File: src/rtl/rv_pkg.sv
// Shared RISC-V write-back types: data/address widths, register typedefs and
// the write-port arbiter state encoding.
package rv_pkg;

   localparam int unsigned XLEN = 32;
   localparam int unsigned AW   = 5;

   typedef logic [AW-1:0]   reg_addr_t;
   typedef logic [XLEN-1:0] xdata_t;

   localparam reg_addr_t ZERO_REG = 5'd0;

   typedef enum logic {
      PRI_MEM = 1'b0,
      PRI_ALU = 1'b1
   } arb_state_e;

endpackage

File: src/rtl/wb_scoreboard.sv
// Pending-write scoreboard: one busy bit per register, set at issue, cleared
// the cycle after commit. Optional forwarding outputs under WB_BYPASS_EN.
module wb_scoreboard #(
   parameter int unsigned NREG = 32,
   parameter int unsigned AW   = rv_pkg::AW
) (
   input  logic          clk,
   input  logic          rst,
   input  logic          issue_valid,
   input  logic [AW-1:0] issue_rd,
   input  logic          commit_en,
   input  logic [AW-1:0] commit_addr,
   input  logic [AW-1:0] rs1,
   input  logic [AW-1:0] rs2,
`ifdef WB_BYPASS_EN
   output logic          rs1_fwd_valid,
   output logic          rs2_fwd_valid,
`endif
   output logic          rs1_busy,
   output logic          rs2_busy
);
   import rv_pkg::*;

   logic [NREG-1:0] r_busy;
   logic [NREG-1:0] w_busy_nxt;
   logic            w_set_en;
   logic            w_rs1_hit;
   logic            w_rs2_hit;

   assign w_set_en = issue_valid && (issue_rd != AW'(ZERO_REG));

   // Clear first, then set, so a younger issue overrides a same-cycle retire.
   always_comb begin
      w_busy_nxt = r_busy;
      if (commit_en) begin
         w_busy_nxt[commit_addr] = 1'b0;
      end
      if (w_set_en) begin
         w_busy_nxt[issue_rd] = 1'b1;
      end
      w_busy_nxt[0] = 1'b0;
   end

   always_ff @(posedge clk or posedge rst) begin
      if (rst) begin
         r_busy <= '0;
      end else begin
         r_busy <= w_busy_nxt;
      end
   end

   assign w_rs1_hit = commit_en && (commit_addr == rs1) && (rs1 != AW'(ZERO_REG));
   assign w_rs2_hit = commit_en && (commit_addr == rs2) && (rs2 != AW'(ZERO_REG));

`ifdef WB_BYPASS_EN
   assign rs1_fwd_valid = w_rs1_hit;
   assign rs2_fwd_valid = w_rs2_hit;
   assign rs1_busy      = r_busy[rs1];
   assign rs2_busy      = r_busy[rs2];
`else
   assign rs1_busy      = r_busy[rs1] | w_rs1_hit;
   assign rs2_busy      = r_busy[rs2] | w_rs2_hit;
`endif

endmodule

File: src/rtl/regfile_wb_scheduler.sv
// Arbitrates the single register-file write port between ALU and load pipes,
// with starvation-driven priority flip. Forwarding ports under WB_BYPASS_EN.
module regfile_wb_scheduler #(
   parameter int unsigned XLEN         = rv_pkg::XLEN,
   parameter int unsigned NREG         = 32,
   parameter int unsigned AW           = rv_pkg::AW,
   parameter int unsigned STARVE_LIMIT = 4
) (
   input  logic            clk,
   input  logic            rst,
   input  logic            alu_valid,
   output logic            alu_ready,
   input  logic [AW-1:0]   alu_rd,
   input  logic [XLEN-1:0] alu_data,
   input  logic            mem_valid,
   output logic            mem_ready,
   input  logic [AW-1:0]   mem_rd,
   input  logic [XLEN-1:0] mem_data,
   input  logic            issue_valid,
   input  logic [AW-1:0]   issue_rd,
   input  logic [AW-1:0]   rs1,
   input  logic [AW-1:0]   rs2,
   output logic            rs1_busy,
   output logic            rs2_busy,
`ifdef WB_BYPASS_EN
   output logic            rs1_fwd_valid,
   output logic [XLEN-1:0] rs1_fwd_data,
   output logic            rs2_fwd_valid,
   output logic [XLEN-1:0] rs2_fwd_data,
`endif
   output logic            rf_we,
   output logic [AW-1:0]   rf_waddr,
   output logic [XLEN-1:0] rf_wdata
);
   import rv_pkg::*;

   localparam int unsigned CW    = 4;
   localparam logic [CW-1:0] LIMIT = CW'(STARVE_LIMIT);

   arb_state_e      r_state;
   arb_state_e      w_state_nxt;
   logic [CW-1:0]   r_starve;
   logic [CW-1:0]   w_starve_nxt;
   logic            w_alu_req;
   logic            w_mem_req;
   logic            w_alu_grant;
   logic            w_mem_grant;
   logic            r_we;
   logic [AW-1:0]   r_waddr;
   logic [XLEN-1:0] r_wdata;

   // x0 writes never contend for the port; reset blocks every handshake.
   assign w_alu_req   = !rst && alu_valid && (alu_rd != AW'(ZERO_REG));
   assign w_mem_req   = !rst && mem_valid && (mem_rd != AW'(ZERO_REG));
   assign w_alu_grant = w_alu_req && (!w_mem_req || (r_state == PRI_ALU));
   assign w_mem_grant = w_mem_req && (!w_alu_req || (r_state == PRI_MEM));

   assign alu_ready = !rst && alu_valid && ((alu_rd == AW'(ZERO_REG)) || w_alu_grant);
   assign mem_ready = !rst && mem_valid && ((mem_rd == AW'(ZERO_REG)) || w_mem_grant);

   // Priority flips as soon as the counter will reach the limit, so the
   // ALU wins the very next conflict.
   always_comb begin
      w_state_nxt  = r_state;
      w_starve_nxt = r_starve;
      if (w_alu_grant) begin
         w_starve_nxt = '0;
      end else if (w_alu_req && (r_starve != LIMIT)) begin
         w_starve_nxt = r_starve + CW'(1);
      end
      case (r_state)
         PRI_MEM: if (w_starve_nxt == LIMIT) w_state_nxt = PRI_ALU;
         PRI_ALU: if (w_alu_grant)           w_state_nxt = PRI_MEM;
         default:                            w_state_nxt = PRI_MEM;
      endcase
   end

   always_ff @(posedge clk or posedge rst) begin
      if (rst) begin
         r_state  <= PRI_MEM;
         r_starve <= '0;
      end else begin
         r_state  <= w_state_nxt;
         r_starve <= w_starve_nxt;
      end
   end

   always_ff @(posedge clk or posedge rst) begin
      if (rst) begin
         r_we    <= 1'b0;
         r_waddr <= '0;
         r_wdata <= '0;
      end else begin
         r_we <= w_alu_grant || w_mem_grant;
         if (w_mem_grant) begin
            r_waddr <= mem_rd;
            r_wdata <= mem_data;
         end else if (w_alu_grant) begin
            r_waddr <= alu_rd;
            r_wdata <= alu_data;
         end
      end
   end

   assign rf_we    = r_we;
   assign rf_waddr = r_waddr;
   assign rf_wdata = r_wdata;

   wb_scoreboard #(
      .NREG (NREG),
      .AW   (AW)
   ) u_scoreboard (
      .clk           (clk),
      .rst           (rst),
      .issue_valid   (issue_valid),
      .issue_rd      (issue_rd),
      .commit_en     (r_we),
      .commit_addr   (r_waddr),
      .rs1           (rs1),
      .rs2           (rs2),
`ifdef WB_BYPASS_EN
      .rs1_fwd_valid (rs1_fwd_valid),
      .rs2_fwd_valid (rs2_fwd_valid),
`endif
      .rs1_busy      (rs1_busy),
      .rs2_busy      (rs2_busy)
   );

`ifdef WB_BYPASS_EN
   assign rs1_fwd_data = r_wdata;
   assign rs2_fwd_data = r_wdata;
`endif

endmodule
File: config.mk
export PLATFORM = sky130hd
export DESIGN_NAME = regfile_wb_scheduler
export DESIGN_NICKNAME = d
export VERILOG_FILES = /design/src/rtl/rv_pkg.sv /design/src/rtl/wb_scoreboard.sv /design/src/rtl/regfile_wb_scheduler.sv
export SDC_FILE = /design/constraint.sdc
export NUM_CORES = 1
export LEC_CHECK = 0
export CORE_MARGIN = 1
export CORE_UTILIZATION = 30
export CTS_CLUSTER_DIAMETER = 40
export DETAILED_ROUTE_END_ITERATION = 8
export PLACE_DENSITY = 0.55
export SYNTH_ARGS = -nofsm -noshare
export SYNTH_HDL_FRONTEND = slang
export SYNTH_SLANG_ARGS = --single-unit
File: constraint.sdc
create_clock -name clk -period 2.6 [get_ports clk]
set_input_delay 0.39 -clock clk [delete_from_list [all_inputs] [get_ports clk]]
set_output_delay 0.39 -clock clk [all_outputs]
set_load 0.01 [all_outputs]
; ---- Word level (Yosys, flattened, before mapping)
; Index checks and enable logic that the tools add are counted.
[word_totals]
regBits = 74
latchBits = 0
ramBits = 0
romBits = 0
in_bits = 94
output_inout_bits = 42
elab_cells = 74
n_memories = 0
[op_classes]
addsub = 1
multipliers = 0
div_mod_pow = 0
magnitude_cmp = 6
eq_ne = 4
shifts = 0
mux = 19
n_bitwise = 6
n_reduce_logical = 32
[op_table]
columns = cell, count
row1 = $mux W32, 4
row2 = $and A32 B32 Y32, 1
row3 = $not A32 Y32, 1
row4 = $or A32 B32 Y32, 1
row5 = $reduce_bool A5 Y1, 5
row6 = $lt A5 B6 Y1 const B, 4
row7 = $logic_and A1 B1 Y1, 16
row8 = $bmux W1 S5, 2
row9 = $demux W1 S5, 2
row10 = $eq A5 B5 Y1, 2
row11 = $ge A5 B1 Y1 const B, 2
row12 = $logic_not A5 Y1, 2
row13 = $mux W5, 2
row14 = $mux W4, 2
row15 = $mux W1, 6
row16 = $logic_or A1 B1 Y1, 5
row17 = $add A4 B1 Y4 const B, 1
row18 = $eq A4 B3 Y1 const B, 1
row19 = $ne A4 B3 Y1 const B, 1
row20 = $logic_not A1 Y1, 3
row21 = $or A1 B1 Y1, 2
row22 = $pmux W1 S2, 1
row23 = $reduce_bool A2 Y1, 1
row24 = $not A1 Y1, 1

; ---- Longest topological paths before layout
; Gate-level depths: netlist of run 1.
[depth]
word_depth = 10
depth_mapped = 8
ltp_nobuf = 6

; ---- By module
; A second synthesis of run 1 with hierarchy kept.
[unflattened]
cells_unflattened = 382
hier_area_um2 = 4111.4
[by_module_without_submodules]
columns = mod, n_inst, cells_each, area_each_um2, seq_area_each_um2
row1 = regfile_wb_scheduler, 1, 183, 2082.0, 1076.0
row2 = wb_scoreboard, 1, 199, 2029.4, 775.7

; ---- Least setup slack after synthesis of run 1
; Ideal clock, no wire load.
[synth_timing]
kind = in2out
from = input rs2[1]
to = output rs2_busy
arrival_ns = 1.801
t_required_ns = 2.210
path_slack_ns = 0.409
stages = 6
path_buffers = 1
cell_sequence = clkbuf_1 -> mux4_2 -> nand3_1 -> nand2_1 -> o32ai_1 -> o21ai_0
[synth_via]
elab_chain_len = 4
word_cells_on_any_way = 7
classes_between = eq/ne (1) / mux (2) / bitwise (1) / reduce/logical (3)
[synth_rtl]
columns = element, line
row1 = start: declaration, regfile_wb_scheduler.sv:22  ; input logic [AW-1:0] rs2,
row2 = branches (longest 3 deep; another with $bmux W1 S5), n/a
row3 = $or A1 B1 Y1 (*), wb_scoreboard.sv:62  ; assign rs2_busy = r_busy[rs2] | w_rs2_hit;
row4 = end: declaration, regfile_wb_scheduler.sv:24  ; output logic rs2_busy,
; Every way passes the cells marked *. The select of a mux whose other input is x is not followed.

; ---- Final worst setup path of run 1
[layout_timing]
from = input rs2[0]
to = output rs2_busy
; Same word-level chain as after synthesis.

==> results of run 1 <==
final cells by class:
| type | count | area, µm² |
|---|---|---|
| Tap cell | 172 | 215 |
| Clock buffer | 10 | 239 |
| Inverter | 10 | 37.5 |
| Timing Repair Buffer | 166 | 1590 |
| Multi-Input combinational cell | 262 | 1980 |
| Fill cell | 1239 | 6810 |
| Sequential cell | 74 | 1850 |
| Clock inverter | 6 | 114 |
what timing repair did:
item / in CTS / in global routing
setup endpoints to repair: 4 / 6
hold buffers: 0 / 0
cloned: 0 / 1
pin swaps: 0 / 1
setup buffers: 0 / 0
resized for setup: 11 / 2
cells in the final DEF, fill, tap and decap left out, types with 3 or more instances in the layout:
cell type / netlist / routed
sky130_fd_sc_hd__nand3b_1: 15 / 15
sky130_fd_sc_hd__nor3_1: 6 / 6
sky130_fd_sc_hd__inv_1: 9 / 8
sky130_fd_sc_hd__dfrtp_1: 74 / 74
sky130_fd_sc_hd__dlygate4sd2_1: 0 / 5
sky130_fd_sc_hd__a21o_1: 33 / 33
sky130_fd_sc_hd__bufinv_16: 0 / 3
sky130_fd_sc_hd__a21oi_1: 11 / 11
sky130_fd_sc_hd__mux2i_1: 9 / 9
sky130_fd_sc_hd__clkdlybuf4s50_1: 0 / 128
sky130_fd_sc_hd__a22o_1: 34 / 34
sky130_fd_sc_hd__mux4_2: 14 / 14
sky130_fd_sc_hd__nor2_1: 9 / 9
sky130_fd_sc_hd__o21ai_0: 66 / 64
sky130_fd_sc_hd__o22ai_1: 5 / 5
sky130_fd_sc_hd__o32ai_1: 3 / 3
sky130_fd_sc_hd__buf_4: 3 / 30
sky130_fd_sc_hd__nand2_1: 10 / 10
sky130_fd_sc_hd__nand3_1: 10 / 10
sky130_fd_sc_hd__or3b_2: 6 / 6
sky130_fd_sc_hd__clkbuf_16: 0 / 9
sky130_fd_sc_hd__xor2_1: 6 / 6
worst paths after layout:
kind	to	slack (ns)	start
max	rs2_busy	0.16	rs2[0]
min	rf_waddr[2]$_DFFE_PP0P_	0.42	rst
max reg2reg	r_state$_DFF_PP0_	0.80	r_starve[0]$_DFF_PP0_
min reg2reg	u_scoreboard.r_busy[9]$_DFF_PP0_	0.56	u_scoreboard.r_busy[9]$_DFF_PP0_
max in group asynchronous	u_scoreboard.r_busy[18]$_DFF_PP0_	1.47	rst
min in group clk	u_scoreboard.r_busy[9]$_DFF_PP0_	0.56	u_scoreboard.r_busy[9]$_DFF_PP0_
cell usage after synthesis:
cell type / instances / share of area [%]
sky130_fd_sc_hd__a211o_1: 1 / 0.22
sky130_fd_sc_hd__a21o_1: 33 / 6.2
sky130_fd_sc_hd__a21oi_1: 11 / 1.4
sky130_fd_sc_hd__a21oi_2: 1 / 0.22
sky130_fd_sc_hd__a22o_1: 34 / 7.4
sky130_fd_sc_hd__a311o_1: 1 / 0.25
sky130_fd_sc_hd__and2_1: 1 / 0.16
sky130_fd_sc_hd__and2b_1: 1 / 0.19
sky130_fd_sc_hd__and3_1: 2 / 0.31
sky130_fd_sc_hd__buf_1: 1 / 0.094
sky130_fd_sc_hd__buf_2: 3 / 0.38
sky130_fd_sc_hd__buf_4: 3 / 0.56
sky130_fd_sc_hd__buf_6: 4 / 1.1
sky130_fd_sc_hd__clkbuf_1: 14 / 1.3
sky130_fd_sc_hd__dfrtp_1: 74 / 46
sky130_fd_sc_hd__ha_1: 2 / 0.63
sky130_fd_sc_hd__inv_1: 9 / 0.85
sky130_fd_sc_hd__inv_2: 1 / 0.094
sky130_fd_sc_hd__mux2_2: 1 / 0.28
sky130_fd_sc_hd__mux2i_1: 9 / 2.3
sky130_fd_sc_hd__mux4_2: 14 / 7.9
sky130_fd_sc_hd__nand2_1: 10 / 0.94
sky130_fd_sc_hd__nand2b_1: 2 / 0.31
sky130_fd_sc_hd__nand3_1: 10 / 1.3
sky130_fd_sc_hd__nand3b_1: 15 / 2.8
sky130_fd_sc_hd__nor2_1: 9 / 0.85
sky130_fd_sc_hd__nor2_4: 1 / 0.28
sky130_fd_sc_hd__nor2b_1: 1 / 0.16
sky130_fd_sc_hd__nor3_1: 6 / 0.75
sky130_fd_sc_hd__nor4_1: 1 / 0.16
sky130_fd_sc_hd__o211ai_1: 1 / 0.19
sky130_fd_sc_hd__o21ai_0: 66 / 8.3
sky130_fd_sc_hd__o21ai_4: 1 / 0.41
sky130_fd_sc_hd__o22ai_1: 5 / 0.78
sky130_fd_sc_hd__o31ai_1: 2 / 0.38
sky130_fd_sc_hd__o32ai_1: 3 / 0.66
sky130_fd_sc_hd__or3_1: 2 / 0.31
sky130_fd_sc_hd__or3b_2: 6 / 1.3
sky130_fd_sc_hd__or4_4: 1 / 0.28
sky130_fd_sc_hd__xnor2_1: 2 / 0.44
sky130_fd_sc_hd__xor2_1: 6 / 1.3
worst min-delay path, delay by kind of cell:
kind                   cells  cell delay [ns]
buffers and inverters      3             0.73
sequential cells by signal (all words and copies together) (netlist names):
| signal | cells |
|---|---|
| r_starve | 4 |
| r_state | 1 |
| rf_waddr | 5 |
| rf_wdata | 32 |
| rf_we | 1 |
| u_scoreboard.r_busy | 31 |
report_power, final:
part           internal, mW  switching [mW]  leakage, nW
sequential             1.49           0.328        0.851
clock                 0.965           0.492        0.165
combinational         0.785           0.551         1.53
per-stage QoR:
| stage | worst slack, ns | std cells | utilization [%] | area (µm²) | hold WS [ns] |
|---|---|---|---|---|---|
| 6_report | 0.161 | 700 | 46.9 | 6020 | 0.423 |
| 5_1_grt | 0.00773 | 700 | 46.9 | 6020 | 0.464 |
| 4_1_cts | 0.0264 | 699 | 46.9 | 6020 | 0.424 |
| 3_5_place_dp | -0.392 | 683 | 44.2 | 5670 | 0.536 |
| 3_3_place_gp | -0.355 | 683 | 44.2 | 5670 | 0.529 |
| 2_1_floorplan | 0.328 | 370 | - | 4000 | 0.482 |
logic make-up (layout without fill, tap and decap cells):
group,count (synthesis),count (layout)
AO/OA/AOI/OAI,159,159
flip-flops,74,74
AND/OR/NAND/NOR,68,69
buffers and inverters,35,192
multiplexers,24,24
XOR/XNOR,8,8
adder cells (fa/ha/maj),2,2
metal layers:
| layer | wire length (µm) | share of wire [%] | global-route usage, % |
|---|---|---|---|
| met4 | 207 | 1.6 | 7.31 |
| met2 | 5850 | 46 | 30.4 |
| met5 | 0 | 0 | 0 |
| met1 | 5650 | 44 | 24.2 |
| met3 | 1060 | 8.3 | 5.93 |
==> flow_summary_export.csv, run 1 <==
group,metric,value,unit
synthesis,syn_inst,370,
synthesis,synth_top_family_by_area,"compound AO/OA/AOI/OAI gates",
placement,buffers_added_on_ports,135,
synthesis,synth_area,4000,µm²
cells_and_area,num_antenna_cells,0,
routing,post-route-drc-count,0,
global_routing,groute.usage.overall,19.1,%
synthesis,post_synthesis_share_of_cell_area_spent_on_xor_and_xnor_gates,1.75,%
worst_setup_path,cp-start-kind,"input port",
worst_setup_path,critical_path_cell_list,"clkdlybuf4s50_1, buf_4, mux4_2, mux2i_1, o21ai_1, o32ai_1, o21ai_1, clkbuf_2",
flow_run,drv_cap,0,
worst_setup_path,worst_ep_arrival_time,2.05,ns
sta,final.min_clock_period,2.44,ns
status,run_status,"finished, final reports clean",
pwr,cellPowerDensity,766,nW/µm²
global_routing,grt_pass1_vias,3950,
routing,via_count,3707,
synthesis,portion_of_the_post_synthesis_area_used_by_sequential_elements,46.3,%
clocking,number_of_buffers_created_by_cts,9,
sta,setup_tns,0,ns
worst_setup_path,worst_path_max_delay_cell,"sky130_fd_sc_hd__mux4_2",
synthesis,synth.area.mux_share,10.4,%
sta,slew-limit-headroom,42.5,%
worst_setup_path,path_delay_family,"buffers and inverters",
sta,finClkSkew,0.00613,ns
worst_setup_path,rr_worst_depth,6,
sta,hold_viol_final,0,
synthesis,yosysUniqueCellTypes,41,
cells_and_area,post_route_cells_drive_above_1_share,14.6,%
pwr,static-leakage-power,2.55,nW
worst_setup_path,timing.critical_path.to_type,"output pin",
floorplanning,die_area,13800,µm²
routing,route.antenna.remaining_nets,0,
worst_setup_path,timing.setup.critical_path_class,"input port to output pin",
synthesis,synthesized_area_fraction_occupied_by_adder_cells,0.626,%
synthesis,synth_compound_gate_area_share,26.4,%
global_routing,grt_first_pass_wirelength,20800,µm
sta,timing.final.setup_violations,0,
placement,gpl_wtd_cong,0.866,
cells_and_area,synthToLayoutAreaGrowth,50.6,%
synthesis,yosysWarningCount,0,
synthesis,syn_nets,466,
routing,dr.first_iter.drc_count,278,
synthesis,synth_area_per_cell,10.8,µm²
synthesis,synth_simple_gate_area_share,10.1,%
clocking,worst_skew_pair.late_latency,0.34,ns
worst_setup_path,timing.critical_path.mode_cell,"sky130_fd_sc_hd__o21ai_1",
worst_setup_path,worstSetupPathDepth,8,
clocking,cts_max_path_buffers,2,
worst_setup_path,crit_required,2.21,ns
floorplanning,io-pin-count,136,
min_path,min-delay-path-class,"input port to async pin",
clocking,clock-sinks,74,
sta,report.final.slew_viol_count,0,
global_routing,initial_antenna_violation_count,0,
worst_setup_path,critical_path.n_buffers_inverters,3,
worst_setup_path,max_stage_delay,0.48,ns
worst_setup_path,crit_path_max_fanout,3,
pwr,vdd_drop_max,0.368,mV
floorplanning,effective_utilization_at_floorplan,31.2,%
floorplanning,chipHeight,117,µm
sta,rsz0062_at_grt,"no",
clocking,root_buffer,"sky130_fd_sc_hd__clkbuf_16",
sta,final_min_period_over_clock_period,93.8,%
synthesis,yosys_register_bits,74,
sta,tightest_slew,0.861,ns
routing,drtPass1Iterations,4,
pwr,power.total,4.61,mW
global_routing,globalRoute.totalOverflow,0,
placement,detailedPlacementHpwl,9280,µm
routing,detail_route.wirelength,12800,µm
floorplanning,core-area,12800,µm²
cells_and_area,design.final.nets,619,
routing,post_drt_wl_per_cell,18.2,µm
routing,route.detailed.vias_per_inst,5.30,
global_routing,grt_start_max_net_pins,38,
sta,max_clock_freq,0.410,GHz
clocking,tritoncts,"yes",
clocking,clk_transition_reported_paths,0.06,ns
clocking,cts-htree-levels,3,
floorplanning,die_w,117,µm
floorplanning,rows,41,
Power figures use the tool's default switching activity.
==> inputs of run 2 (changes only) <==
CELL_PAD_IN_SITES_DETAIL_PLACEMENT = 1   (was default)
CELL_PAD_IN_SITES_GLOBAL_PLACEMENT = 1   (was default)
GPL_TIMING_DRIVEN = 0   (was default)
PLACE_DENSITY = 0.69   (was 0.55)
==> flow_summary_export.csv, run 2 (same netlist as run 1, synthesis figures left out) <==
group,metric,value,unit
worst_setup_path,worst_ep_arrival_time,2.10,ns
cells_and_area,design.final.nets,607,
placement,detailedPlacementHpwl,10100,µm
cells_and_area,top_library_cells_by_usage_in_the_layout_fill_and_taps_aside,"123 x sky130_fd_sc_hd__clkdlybuf4s50_1, 74 x sky130_fd_sc_hd__dfrtp_1, 66 x sky130_fd_sc_hd__o21ai_0",
global_routing,initial_antenna_violation_count,0,
worst_setup_path,timing.critical_path.to_type,"output pin",
sta,final_min_period_over_clock_period,95.9,%
pwr,cellPowerDensity,744,nW/µm²
global_routing,groute.usage.overall,20.4,%
worst_setup_path,critical_path_cell_list,"clkdlybuf4s50_1, or4_4, o21ai_4, nor2_1, a21oi_1, clkdlybuf4s15_1",
floorplanning,effective_utilization_at_floorplan,31.2,%
cells_and_area,n_fill_cell,1446,
clocking,number_of_buffers_created_by_cts,9,
placement,gpl_wtd_cong,0.776,
global_routing,grt_pass1_vias,4038,
cells_and_area,num_antenna_cells,0,
clocking,tritoncts,"yes",
worst_setup_path,crit_path_max_fanout,2,
cells_and_area,synthToLayoutAreaGrowth,45.9,%
min_path,min-delay-path-class,"input port to async pin",
routing,post_drt_wl_per_cell,19.7,µm
sta,timing.final.setup_violations,0,
routing,route.detailed.vias_per_inst,5.29,
global_routing,grt_first_pass_wirelength,21900,µm
sta,slew-limit-headroom,62.3,%
pwr,vdd_drop_max,0.246,mV
routing,dr_wl_met2,6540,µm
clocking,worst_skew_pair.late_latency,0.33,ns
placement,buffers_added_on_ports,128,
clocking,cts_max_path_buffers,2,
placement,dpl.cell_count,671,
clocking,cts-htree-levels,3,
worst_setup_path,crit_required,2.21,ns
clocking,clk_transition_reported_paths,0.06,ns
worst_setup_path,timing.setup.critical_path_class,"input port to output pin",
global_routing,globalRoute.totalOverflow,0,
sta,rsz0062_at_grt,"no",
routing,met3RoutedLength,955,µm
routing,via_count,3634,
floorplanning,rows,41,
worst_setup_path,worst_path_max_delay_cell,"sky130_fd_sc_hd__or4_4",
pwr,static-leakage-power,2.44,nW
cells_and_area,post_route_cells_drive_above_1_share,11.3,%
sta,tightest_slew,0.565,ns
worst_setup_path,cp-start-kind,"input port",
sta,report.final.slew_viol_count,0,
floorplanning,die_w,117,µm
floorplanning,chipHeight,117,µm
floorplanning,core-area,12800,µm²
sta,finClkSkew,0.00995,ns
routing,dr.first_iter.drc_count,134,
flow_run,drv_cap,0,
clocking,hold_buffers,0,
routing,route.antenna.remaining_nets,0,
status,run_status,"finished, final reports clean",
clocking,root_buffer,"sky130_fd_sc_hd__clkbuf_16",
routing,route.top_layer_used,"met4",
floorplanning,die_area,13800,µm²
placement,dp_slack,-0.597,ns
routing,met1Wirelength,5880,µm
floorplanning,io-pin-count,136,
sta,finalWorstSetupSlack,0.108,ns
routing,post-route-drc-count,0,
worst_setup_path,max_stage_delay,0.58,ns
clocking,clock-sinks,74,
cells_and_area,fin_cells,687,
sta,hold_viol_final,0,
global_routing,grt_start_max_net_pins,47,
routing,detail_route.wirelength,13500,µm
cells_and_area,layout.cells.most_common,"sky130_fd_sc_hd__clkdlybuf4s50_1",
sta,final.min_clock_period,2.49,ns
cells_and_area,flip_flop_count_of_the_largest_register_all_copies_and_words_added,32,
sta,max_clock_freq,0.401,GHz
routing,drtPass1Iterations,4,
-- run 2: cell types whose count changed in the layout (fill, tap and decap cells not counted), sizes merged --
cell	delta
bufinv	-2
nor2	-1
clkbuf	+15
clkinvlp	-2
clkdlybuf4s50	-5
buf	-16
dlygate4sd2	-2
-- run 2: power by group --
group,switching [mW],internal [mW],total [mW]
registers,0.277,1.49,1.77
logic,0.591,0.773,1.36
clock network,0.468,0.741,1.21
total,1.34,3.00,4.34
-- run 2: area by class of cell --
| class | count | area, µm² | area share (%) |
|---|---|---|---|
| plain buffers | 23 | 151 | 2.60 |
| clock buffers | 13 | 240 | 4.12 |
| clock inverters | 2 | 38.8 | 0.665 |
| inverters | 10 | 40.0 | 0.686 |
| multi-input cells | 261 | 1970 | 33.8 |
| flip-flops and latches | 74 | 1850 | 31.7 |
| well taps | 172 | 215 | 3.69 |
| repair buffers | 132 | 1320 | 22.7 |
-- run 2: repair_timing --
| action | in CTS | in global routing |
|---|---|---|
| pin swaps | 1 | 0 |
| buffers inserted | 3 | 0 |
| resized for setup | 14 | 3 |
| setup endpoints to repair | 4 | 2 |
| cloned | 0 | 0 |
-- run 2: per-stage QoR --
| stage | hold slack, ns | setup TNS [ns] | total power, mW | utilization, % | instance area, µm² |
|---|---|---|---|---|---|
| floorplan | 0.482 | 0 | 2.48 | - | 4000 |
| global placement | 0.504 | -84.25 | 3.06 | 42.8 | 5490 |
| detailed placement | 0.525 | -1.75 | 3.15 | 43.1 | 5520 |
| CTS | 0.474 | 0 | 4.38 | 45.5 | 5840 |
| global route | 0.515 | 0 | 4.59 | 45.5 | 5830 |
| finish | 0.456 | 0 | 4.34 | 45.5 | 5830 |
-- run 2: final timing paths --
check	startpoint	to	slack, ns	depth (start not counted)
max reg2reg	r_starve[0]$_DFF_PP0_	r_state$_DFF_PP0_	0.69	6
max	mem_rd[1]	alu_ready	0.11	6
max in group asynchronous	rst	u_scoreboard.r_busy[13]$_DFF_PP0_	1.57	3
min in group clk	u_scoreboard.r_busy[12]$_DFF_PP0_	u_scoreboard.r_busy[12]$_DFF_PP0_	0.53	2
min reg2reg	u_scoreboard.r_busy[12]$_DFF_PP0_	u_scoreboard.r_busy[12]$_DFF_PP0_	0.53	2
min	rst	r_starve[3]$_DFF_PP0_	0.46	2
-- run 2: per-layer routing --
layer	GRT usage [%]	vias up
met5	0	-
met4	6.82	0
met3	5.79	11
met2	34.2	113
met1	25.0	1827
li1	-	1683
-- run 2: worst max-delay path: cells and delay by family --
| kind | cells | cell delay (ns) |
|---|---|---|
| buf+inv | 2 | 0.71 |
| simple gates | 2 | 0.65 |
| compound gates | 2 | 0.36 |
